--- config.mk ---
export PLATFORM = sky130hd
export DESIGN_NAME = systolic_mem_responder
export DESIGN_NICKNAME = d
export VERILOG_FILES = /design/src/rtl/systolic_mem_responder.sv
export SDC_FILE = /design/constraint.sdc
export NUM_CORES = 2
export LEC_CHECK = 0
export BUFFER_PORTS_ARGS = -buffer_cell sky130_fd_sc_hd__buf_2
export CORE_ASPECT_RATIO = 0.6
export CORE_MARGIN = 4
export CORE_UTILIZATION = 42
export DETAILED_ROUTE_END_ITERATION = 16
export PLACE_DENSITY = 0.67
export SETUP_SLACK_MARGIN = 0.5
export SYNTH_ARGS = -nofsm -noshare
export SYNTH_HDL_FRONTEND = slang
export SYNTH_SLANG_ARGS = --single-unit
export TNS_END_PERCENT = 30
--- constraint.sdc ---
create_clock -name clk -period 4.38 [get_ports clk]
set_clock_uncertainty 0.1 [all_clocks]
set_input_delay 1.095 -clock clk [delete_from_list [all_inputs] [get_ports clk]]
set_output_delay 1.095 -clock clk [all_outputs]
set_load 0.05 [all_outputs]
--- src/rtl/systolic_mem_responder.sv ---
// Scratchpad responder for the systolic controller's memory bus, shared with a CPU side port.
// Accelerator writes always win; CPU is promoted over accel reads after STARVE_LIMIT waits.
module systolic_mem_responder #(
   parameter int DEPTH        = 256,
   parameter int READ_LAT     = 2,
   parameter int STARVE_LIMIT = 8
) (
   input  logic       clk,
   input  logic       rst_n,
   input  logic [7:0] mem_addr,
   input  logic       mem_read_enable,
   input  logic       mem_write_enable,
   input  logic [7:0] mem_write_data,
   output logic [7:0] mem_read_data,
   output logic       mem_valid,
   input  logic [7:0] cpu_addr,
   input  logic       cpu_read_enable,
   input  logic       cpu_write_enable,
   input  logic [7:0] cpu_write_data,
   output logic [7:0] cpu_read_data,
   output logic       cpu_ready,
   output logic       range_err
);

   localparam int AW = (DEPTH > 1) ? $clog2(DEPTH) : 1;
   localparam int SW = $clog2(STARVE_LIMIT + 1);

   typedef enum logic [1:0] {
      IDLE = 2'd0,
      WAIT = 2'd1,
      RESP = 2'd2
   } state_t;

   state_t        state_r, state_s;
   logic [1:0]    lat_cnt_r, lat_cnt_s;
   logic [SW-1:0] starve_r;
   logic [7:0]    mem_r [DEPTH];

   logic       accel_in_range_s, cpu_in_range_s;
   logic [7:0] accel_rdata_s, cpu_rdata_s;
   logic       busy_s, promote_s, cpu_req_s, accept_s, cpu_grant_s;

   // Address decode, arbitration and array read muxes
   always_comb begin
      accel_in_range_s = ({24'd0, mem_addr} < 32'(DEPTH));
      cpu_in_range_s   = ({24'd0, cpu_addr} < 32'(DEPTH));
      if (accel_in_range_s) begin
         accel_rdata_s = mem_r[mem_addr[AW-1:0]];
      end else begin
         accel_rdata_s = 8'h00;
      end
      if (cpu_in_range_s) begin
         cpu_rdata_s = mem_r[cpu_addr[AW-1:0]];
      end else begin
         cpu_rdata_s = 8'h00;
      end
      // busy covers the mem_valid cycle too, so a stale re-request there is ignored
      busy_s      = (state_r != IDLE);
      cpu_req_s   = cpu_read_enable | cpu_write_enable;
      promote_s   = cpu_req_s & (starve_r >= SW'(STARVE_LIMIT));
      accept_s    = mem_read_enable & ~mem_write_enable & ~busy_s & ~promote_s;
      cpu_grant_s = cpu_req_s & ~mem_write_enable & ~accept_s;
   end

   // Read-side FSM next state and latency countdown
   always_comb begin
      state_s   = state_r;
      lat_cnt_s = lat_cnt_r;
      case (state_r)
         IDLE: begin
            if (accept_s) begin
               if (READ_LAT <= 1) begin
                  state_s = RESP;
               end else begin
                  state_s   = WAIT;
                  lat_cnt_s = 2'(READ_LAT - 2);
               end
            end else begin
               state_s = IDLE;
            end
         end
         WAIT: begin
            if (lat_cnt_r == 2'd0) begin
               state_s = RESP;
            end else begin
               lat_cnt_s = lat_cnt_r - 2'd1;
            end
         end
         RESP:    state_s = IDLE;
         default: state_s = IDLE;
      endcase
   end

   // Read FSM state, snapshot and accelerator outputs
   always_ff @(posedge clk or negedge rst_n) begin
      if (!rst_n) begin
         state_r       <= IDLE;
         lat_cnt_r     <= 2'd0;
         mem_valid     <= 1'b0;
         mem_read_data <= 8'h00;
      end else begin
         state_r   <= state_s;
         lat_cnt_r <= lat_cnt_s;
         mem_valid <= (state_s == RESP);
         if (accept_s) begin
            mem_read_data <= accel_rdata_s;
         end
      end
   end

   // CPU completion, starvation counter and sticky range flag
   always_ff @(posedge clk or negedge rst_n) begin
      if (!rst_n) begin
         starve_r      <= '0;
         cpu_ready     <= 1'b0;
         cpu_read_data <= 8'h00;
         range_err     <= 1'b0;
      end else begin
         cpu_ready <= cpu_grant_s;
         if (cpu_grant_s && !cpu_write_enable) begin
            cpu_read_data <= cpu_rdata_s;
         end
         if (cpu_grant_s || !cpu_req_s) begin
            starve_r <= '0;
         end else if (starve_r < SW'(STARVE_LIMIT)) begin
            starve_r <= starve_r + SW'(1);
         end
         if ((mem_write_enable && !accel_in_range_s) ||
             (accept_s && !accel_in_range_s) ||
             (cpu_grant_s && !cpu_in_range_s)) begin
            range_err <= 1'b1;
         end
      end
   end

   // Array write port; contents deliberately survive reset
   always_ff @(posedge clk) begin
      if (mem_write_enable) begin
         if (accel_in_range_s) begin
            mem_r[mem_addr[AW-1:0]] <= mem_write_data;
         end
      end else if (cpu_grant_s && cpu_write_enable && cpu_in_range_s) begin
         mem_r[cpu_addr[AW-1:0]] <= cpu_write_data;
      end
   end

endmodule

==> results.json <==
{
  "cts_buffers": 194,
  "synthArstFlopShare": 0.0125,
  "drt_pre_antenna_iters": 6,
  "maxSlewViolCount": 4,
  "start_kind": "input pin",
  "cts_max_level": 4,
  "tns_ns": 0,
  "crit_type": "in -> reg",
  "intPower_w": 0.0333,
  "hold_violations": 0,
  "crit_arrival_ns": 4.55,
  "io_buffers": 55,
  "ys_seq_area_frac": 0.633,
  "synth_area_per_cell_um2": 17.7,
  "ys_ff_latch": 2074,
  "seq_power_share": 0.501,
  "status": "finished, violations left",
  "grt.total_usage": 0.300,
  "synth_edf_count": 2048,
  "hpwl_um": 264000,
  "layout_commonest_cell": "edfxtp_1",
  "endpoint": "cpu_read_data[0]$_DFFE_PN0P_",
  "cts_tree": "done",
  "antenna_found_initial": 31,
  "core_area_mm2": 0.232,
  "cts_sinks": 2074,
  "syn-cell-area_mm2": 0.0981,
  "finalSetupViolCount": 0,
  "place_congestion": 1.05,
  "rows": 137,
  "reg2reg_slack_ns": 0.83,
  "p_per_area_mw_per_mm2": 394,
  "synth.distinct_cells": 83,
  "hold_path.class": "in -> async",
  "p_sw_w": 0.0117,
  "crit_path_end_kind": "flop",
  "drive_gt1_frac": 0.325,
  "cp.required_ns": 5.08,
  "yosys_warnings": 0,
  "grt_pass1_vias": 61400,
  "drc": 0,
  "rsz0062_at_grt": "false",
  "routedWlPerCell_um": 38.7,
  "cp_max_fo": 18,
  "final_cell_mix": "2048 x edfxtp_1, 770 x mux4_2, 749 x buf_4",
  "num-fill-cells": 19200,
  "worstRegToRegCells": 10,
  "place_area_mm2": 0.108,
  "cts_setup_buffers": 0,
  "syn2layout_area_growth_pct": 16.4,
  "p_sw_frac": 0.259,
  "die-height_um": 382,
  "totalWireLength_um": 369000,
  "clkTransAtPathRegs_ns": 0.07,
  "p_clk_frac": 0.374,
  "power_leakage_nw": 38.0,
  "dieArea_mm2": 0.242,
  "slew_headroom": -0.0450,
  "ios": 57,
  "cap_violations": 2,
  "antenna_left": 0,
  "power_w": 0.0450,
  "final.min_clock_period_ns": 3.85,
  "vias": 65400,
  "peakVddDrop_mv": 0.392,
  "period_share": 0.879,
  "timing.rr.start": "starve_r[3]$_DFFE_PN0P_",
  "clockRootBuffer": "clkbuf_16",
  "ys.flop_type": "edfxtp_1",
  "final-seq-area_mm2": 0.0621,
  "multi_input_area_mm2": 0.0333,
  "synthesis.nets": 5594,
  "clockBufferDepth": 4,
  "final_area_mm2": 0.114,
  "netlist.top_cell.by_area": "edfxtp_1",
  "nNetsFinal": 6285,
  "synth.top_cell.area_share": 0.627,
  "first_iter_violations": 12600,
  "grt_pass1_wl_um": 504000,
  "final_cells": 9536,
  "grt.overflow.total": 0,
  "cts_hold_buf": 0,
  "max_freq_mhz": 260,
  "tightest_slew_ns": 1.55,
  "die_w_um": 632,
  "clock_latency_ns": 0.88,
  "start_util": 0.422,
  "cts_resized": 0,
  "whs_ns": 0.268,
  "synthTopCellsByArea": "edfxtp_1 63%, mux4_2 18%, mux2i_1 4.9%",
  "crit_start": "cpu_addr[0]",
  "dp_cells": 9175,
  "r2r_end": "mem_r[18][6]$_DFFE_PP_",
  "via_per_inst": 6.85,
  "grt_start_max_net_pins": 84,
  "power_frac_comb": 0.125,
  "synth_cells": 5553,
  "failed_checks": "capacitance limit, slew limit"
}
[worst min path at each step]
stage | cells past startpoint | to | start | slack (ns)
5_1_grt | 1 | starve_r[2]$_DFFE_PN0P_ | rst_n | 0.27
3_3_place_gp | 2 | starve_r[2]$_DFFE_PN0P_ | starve_r[2]$_DFFE_PN0P_ | 0.43
4_1_cts | 1 | starve_r[2]$_DFFE_PN0P_ | rst_n | 0.23
6_report | 1 | starve_r[2]$_DFFE_PN0P_ | rst_n | 0.27
3_5_place_dp | 2 | lat_cnt_r[1]$_DFFE_PN0P_ | lat_cnt_r[1]$_DFFE_PN0P_ | 0.45
2_1_floorplan | 2 | lat_cnt_r[1]$_DFFE_PN0P_ | lat_cnt_r[1]$_DFFE_PN0P_ | 0.41
[registers in the layout, summed over array words and instances, names as in the netlist]
| name | cells |
|---|---|
| mem_r | 2048 |
| cpu_read_data | 8 |
| mem_read_data | 8 |
| starve_r | 4 |
| lat_cnt_r | 2 |
| state_r | 2 |
| cpu_ready | 1 |
| mem_valid | 1 |
[cells by family (layout without fill, tap and decap cells)]
kind of cell,Yosys count,count (layout),share of synthesized area
AOI/OAI and AO/OA,769,769,0.0567
xor gates and xnor gates,2,2,0.000179
adders and majority gates,3,3,0.000383
buffers and inverters,462,1299,0.0295
DFF,2074,2074,0.633
muxes,1313,1313,0.236
other,1,20,0.0000382
and+or+nand+nor,929,929,0.0437
[final cells by class]
class | instances | share of cell area
antenna | 19 | 0.000416
tap | 3127 | 0.0342
multi-input combinational | 3017 | 0.292
timing repair buffer | 941 | 0.0766
inverter | 16 | 0.000548
clock inverter | 108 | 0.00817
clock buffer | 234 | 0.0444
sequential | 2074 | 0.544
[cells in the mapped netlist (28+ instances only)]
library cell,count
buf_1,38
buf_2,99
clkbuf_1,152
mux2i_1,485
o22ai_1,124
nor2b_1,28
a21oi_1,104
o21ai_0,53
nand2b_1,42
buf_4,61
mux4_2,770
nand3_1,108
a22o_1,28
edfxtp_1,2048
nor3_1,51
nor2_1,344
o221ai_1,76
a22oi_1,135
buf_6,77
mux2_2,37
nand2_1,236
a211oi_1,61
[critical path: stages]
cell and delay, ns:
buf_8 0.29, buf_12 0.24, buf_12 0.20, buf_12 0.16
mux2i_1 0.08, o22ai_1 0.24, nor2_1 0.08, o311ai_0 1.21
a21oi_1 0.22, buf_4 0.25, nor3_1 0.20, a221o_1 0.14
[metrics by stage]
stage | setup WS [ns] | utilization
after floorplan | -0.212 | -
after global placement | -0.399 | 0.465
after detailed placement | -0.241 | 0.465
after CTS | 0.545 | 0.491
after global routing | 0.519 | 0.491
final | 0.531 | 0.492
[power by group through the flow]
stage	combinational (W)	clock, W	sequential (W)
2_1_floorplan	0.00256	0	0.0232
3_3_place_gp	0.00533	0	0.0230
3_5_place_dp	0.00540	0	0.0230
4_1_cts	0.00541	0.0169	0.0225
5_1_grt	0.00572	0.0178	0.0225
6_report	0.00563	0.0168	0.0225
[per-layer routing]
layer  share of wire  vias up  global-route usage
li1                -    24800                   -
met1            0.39    34000               0.441
met2            0.38     5870               0.378
met3            0.20      701               0.164
met4           0.032       20              0.0786
met5         0.00036        -                   0
Note: power is estimated with default switching activity, not from simulation.
